<file path="src/rtl/mips_pkg.sv">
// Shared MIPS decode constants and the in-flight destination pipe entry.
package mips_pkg;

    localparam int unsigned OPC_W     = 6;
    localparam int unsigned MAX_REG_W = 8;

    localparam logic [OPC_W-1:0] ALUOP   = 6'b000000;
    localparam logic [OPC_W-1:0] JAL     = 6'b000011;
    localparam logic [OPC_W-1:0] ADD_IMM = 6'b001000;
    localparam logic [OPC_W-1:0] LW      = 6'b100011;

    // dst is sized for the widest supported register file; narrower cores zero-extend.
    typedef struct packed {
        logic                 v;
        logic [MAX_REG_W-1:0] dst;
    } pipe_entry_t;

endpackage

</file>
<file path="src/rtl/dest_sel.sv">
// Combinational opcode -> write-back destination select; 0 means "no write".
module dest_sel
    import mips_pkg::*;
#(
    parameter int unsigned REG_W    = 5,
    parameter int unsigned LINK_REG = 31
) (
    input  logic [OPC_W-1:0] opcode_i,
    input  logic [REG_W-1:0] rd_i,
    input  logic [REG_W-1:0] rt_i,
    output logic [REG_W-1:0] dst_o
);

    always_comb begin
        dst_o = '0;
        if (opcode_i == ALUOP && rd_i != '0) begin
            dst_o = rd_i;
        end else if (opcode_i == ADD_IMM && rt_i != '0) begin
            dst_o = rt_i;
        end else if (opcode_i == LW && rt_i != '0) begin
            dst_o = rt_i;
        end else if (opcode_i == JAL) begin
            dst_o = REG_W'(LINK_REG);
        end
    end

endmodule

</file>
<file path="src/rtl/dest_reg_tracker.sv">
// Carries resolved destinations down a DEPTH-stage pipe to write-back and
// raises a RAW stall for the decode instruction; flush kills younger entries.
module dest_reg_tracker
    import mips_pkg::*;
#(
    parameter int unsigned REG_W    = 5,
    parameter int unsigned DEPTH    = 3,
    parameter int unsigned LINK_REG = 31
) (
    input  logic             clk,
    input  logic             reset,
    input  logic             valid_in,
    input  logic [OPC_W-1:0] opcode,
    input  logic [REG_W-1:0] rd,
    input  logic [REG_W-1:0] rt,
    input  logic [REG_W-1:0] rs_src,
    input  logic             rs_used,
    input  logic             rt_used,
    input  logic             flush,
    output logic             stall,
    output logic             wb_en,
    output logic [REG_W-1:0] wb_dst
);

    localparam int unsigned HAZ_N = DEPTH - 1;

    pipe_entry_t          stage_q [DEPTH];
    pipe_entry_t          stage_d [DEPTH];
    logic [REG_W-1:0]     dec_dst;
    logic [MAX_REG_W-1:0] rs_ext;
    logic [MAX_REG_W-1:0] rt_ext;
    logic [HAZ_N-1:0]     hit;

    dest_sel #(
        .REG_W    (REG_W),
        .LINK_REG (LINK_REG)
    ) u_dest_sel (
        .opcode_i (opcode),
        .rd_i     (rd),
        .rt_i     (rt),
        .dst_o    (dec_dst)
    );

    assign rs_ext = MAX_REG_W'(rs_src);
    assign rt_ext = MAX_REG_W'(rt);

    // The write-back stage is excluded: the register file writes before it reads.
    for (genvar g = 0; g < HAZ_N; g++) begin : g_haz
        assign hit[g] = stage_q[g].v && (stage_q[g].dst != '0) &&
                        ((rs_used && (rs_src != '0) && (stage_q[g].dst == rs_ext)) ||
                         (rt_used && (rt != '0) && (stage_q[g].dst == rt_ext)));
    end

    assign stall = valid_in & ~flush & (|hit);

    // Flush clears everything younger than the entry currently writing back.
    always_comb begin
        stage_d[0]     = '0;
        stage_d[0].v   = valid_in & ~stall & ~flush & (dec_dst != '0);
        stage_d[0].dst = stage_d[0].v ? MAX_REG_W'(dec_dst) : '0;
        for (int i = 1; i < DEPTH; i++) begin
            stage_d[i] = flush ? '0 : stage_q[i-1];
        end
    end

    always_ff @(posedge clk or posedge reset) begin
        if (reset) begin
            for (int i = 0; i < DEPTH; i++) begin
                stage_q[i] <= '0;
            end
        end else begin
            for (int i = 0; i < DEPTH; i++) begin
                stage_q[i] <= stage_d[i];
            end
        end
    end

    assign wb_en  = stage_q[DEPTH-1].v;
    assign wb_dst = stage_q[DEPTH-1].dst[REG_W-1:0];

endmodule

</file>
<file path="config.mk">
export PLATFORM = sky130hd
export DESIGN_NAME = dest_reg_tracker
export DESIGN_NICKNAME = d
export VERILOG_FILES = /design/src/rtl/mips_pkg.sv /design/src/rtl/dest_sel.sv /design/src/rtl/dest_reg_tracker.sv
export SDC_FILE = /design/constraint.sdc
export NUM_CORES = 1
export LEC_CHECK = 0
export ABC_AREA = 1
export CAP_MARGIN = 10
export CORE_MARGIN = 1
export CORE_UTILIZATION = 51
export CTS_CLUSTER_SIZE = 12
export DETAILED_ROUTE_END_ITERATION = 10
export PLACE_DENSITY_LB_ADDON = 0.15
export SKIP_CTS_REPAIR_TIMING = 1
export SLEW_MARGIN = 20
export SYNTH_ARGS = -nofsm -noshare
export SYNTH_HDL_FRONTEND = slang
export SYNTH_SLANG_ARGS = --single-unit
export TNS_END_PERCENT = 100
</file>
<file path="constraint.sdc">
create_clock -name clk -period 3.3 [get_ports clk]
set_input_delay 0.66 -clock clk [delete_from_list [all_inputs] [get_ports clk]]
set_output_delay 0.66 -clock clk [all_outputs]
set_load 0.01 [all_outputs]
</file>
==> metrics.txt <==
Total GRT Usage 22.7%; WHS Path Cells 2; post-synthesis mux area share 0%; largest net degree at the start of global routing 19; CP max stage delay 0.56 ns; FF-to-FF path depth 12; CP Capture Type output pin; DR vias 1,172; TritonCTS Buffers 3; worst-path cell chain clkdlybuf4s50_1 > nor2_1 > nand3_1 > nand2_1 > nand3b_1 > nand2_1 > nand2_1 > nand2_1 > inv_1 > nor2_1 > clkdlybuf4s50_1; DIE HEIGHT 50.5 um; post-layout minimum cycle time about 3.2 ns; Initial Util a little over half; Seq pwr share 49.9%; Clock power frac 31.4%; fillers 197; fmax 317 MHz; DRT iter0 DRCs 16; 1st-pass router iterations 4; adder and majority cell fraction of the synthesized area 0%; met2 usage 43.8%; IO Pins 34; main flop type after synthesis dfrtp_1; initial antenna violation count 0; Area contributors post-synth dfrtp_1 38%, nand2_1 13%, nor2_1 13%; most common cell in the synthesized netlist nand2_1; CTS Root Cell clkbuf_4; CP arrival 2.49 ns; area leader, netlist dfrtp_1; Worst R2R End stage_q[21]; Final Setup Violations 0; combinational family with the most area after synthesis simple AND/OR/NAND/NOR gates; RSZ-0062 raised after global routing no; final total power around 0.45 mW; internal power approximately 0.33 mW; HP Start stage_q[17]; Clock Latency Late Sink 0.30 ns; status completed; Row Count 17; area grow syn2layout 31.5%; post-DP HPWL about 2100 um; global-route track usage on met3 4.24%; DP Cell Count 235; Yosys reg bits 18; total wire length 2610 um; CP delay by family, top buffers and inverters; Num Clock Sinks 18; vias in the first global route 1,069; met1 usage 22.6%; CP max stage cell clkdlybuf4s50_1; final hold violations 0; # diodes 0; worst path bufs/invs 3; most common library cells after synthesis 43 x nand2_1, 41 x nor2_1, 31 x inv_1; Congestion Overflow GR 0; CP Launch Type input pin; Core Region between 2000 and 2500 um2; XOR/XNOR share of the synthesized area between 10% and 20%; Mapped Area 1200 um2; DRC violations left 0; sequential cell area fraction in the yosys report 37.5%; GPL Wtd Cong 0.880; Worst Setup SP rt[3]; HP Class flip-flop to flip-flop; max_slew headroom 54.7%; Max-Cap Viols 0; CTS tree built; Sw Share 25.7%; multi-input combinational cell area 589 um2; Netlist cell types 19; Layout Cells excl Fill 239; crit path max fanout 4; r2r setup slk approximately 1.9 ns; post-synthesis instance total around 180; die extent in x 50.5 um; top cell type's share of synthesized area between 30% and 40%; Peak VDD IR 0.176 mV; cell area power density 283 nW/um2; Final Max Slew Viols 0; die area around 2600 um2; Clock Skews approximately 0.013 ns; Simple-Gate Fraction of Synth Area 36.8%; Synth Area in Compound Gates 2.08%; post-synthesis area per instance about 6.7 um2; post-DR wirelength/cell 10.9 um; Net Sw Power 0.115 mW; Post-synth EDFFs 0; post-route clock period utilization between 90 and 100%; Gate power share 18.7%; FFs w/ async S/R, synth 100%; Leak approximately 0.86 nW; Vias/cell 4.90; worst-margin pin slew 0.679 ns; setup_tns 0 ns; post-route antenna net violation count 0; fin nets 239; clock slew at reported path FFs ~0.1 ns; share of cells above drive strength 1 a little over 6%; syn_nets 206; first-pass GRT wire length 4260 um; Reg area between 400 and 500 um2; port bufs 33; grt peak-use layer met2; Ys Warns 0; CP Class input pin to output pin; htree depth 1; WP data required between 2 and 3 ns; Worst Hold Endpoint wb_en; RR Startpoint stage_q[13]; Clock Path Buffers 2; most used cell, CP nand2_1
==> cell families (layout without fill, tap and decap cells) <==
kind of cell	Yosys count	in the layout
xor gates and xnor gates	14	14
DFF	18	18
buffers and inverters	38	70
AOI/OAI and AO/OA	5	5
and+or+nand+nor	104	104
==> area by class of cell <==
cell class              instances  share of cell area [%]
multi-input cells             123                    37.3
well taps                      28                    2.22
clock buffers                   4                    2.30
repair buffers                 34                    22.0
inverters                      32                    7.61
flip-flops and latches         18                    28.5
==> worst register-to-register path, cell delays in order, from the launching register on <==
cell and delay (ns):
dfrtp_1 0.42, inv_1 0.13, nand2_1 0.07, nand2_1 0.05
nand2_1 0.04, nor2_1 0.08, nand3_1 0.08, nand2_1 0.08
nand2_1 0.06, nand2_1 0.12, nor2_1 0.07, nand2_2 0.10
nor2_1 0.06
==> power groups by stage <==
| stage | clock network (mW) | logic (mW) | registers, mW |
|---|---|---|---|
| final | 0.140 | 0.0834 | 0.223 |
| after global routing | 0.148 | 0.0926 | 0.223 |
| after CTS | 0.141 | 0.0842 | 0.223 |
| after detailed placement | 0 | 0.0837 | 0.227 |
| after global placement | 0 | 0.0813 | 0.227 |
| after floorplan | 0 | 0.0360 | 0.227 |
==> metrics by stage <==
step / utilization (%) / hold slack [ns] / instance area (um2) / setup WS [ns]
floorplan: - / 0.452 / 1200 / 1.27
global placement: 69.3 / 0.465 / 1530 / 0.150
detailed placement: 69.3 / 0.480 / 1530 / 0.124
CTS: 70.9 / 0.497 / 1570 / 0.104
global route: 71.4 / 0.532 / 1580 / 0.00207
finish: 71.4 / 0.491 / 1580 / 0.148
==> per-layer routing <==
layer / routed length [um] / up-vias / share of wire (%)
met4: 70 / 0 / 2.7
met1: 1020 / 533 / 39
met3: 116 / 9 / 4.4
li1: - / 590 / -
met5: 0 / - / 0
met2: 1410 / 40 / 54
==> registers in the layout (all words and copies together), names as in the netlist <==
signal / cells
wb_en: 1
stage_q: 12
wb_dst: 5
==> worst max-delay path by stage <==
stage	cells past startpoint	slack, ns	end
after floorplan	11	1.27	stall
after global placement	12	0.15	stall
after detailed placement	11	0.12	stall
after CTS	11	0.10	stall
after global routing	12	0.002	stall
final	11	0.15	stall
==> cell usage in the layout (no fill, tap or decap), drive strengths merged <==
master,netlist,layout
dfrtp,18,18
xor2,10,10
nand4,1,1
clkdlybuf4s50,0,29
or2,1,1
clkbuf,1,4
nand3b,2,2
inv,32,32
xnor2,4,4
dlymetal6s2s,0,4
nor3b,2,2
nand2,46,46
o21ai,1,1
nand3,7,7
a21oi,4,4
buf,5,1
nor2,45,45
No activity file was read; power rests on OpenSTA's default activity.
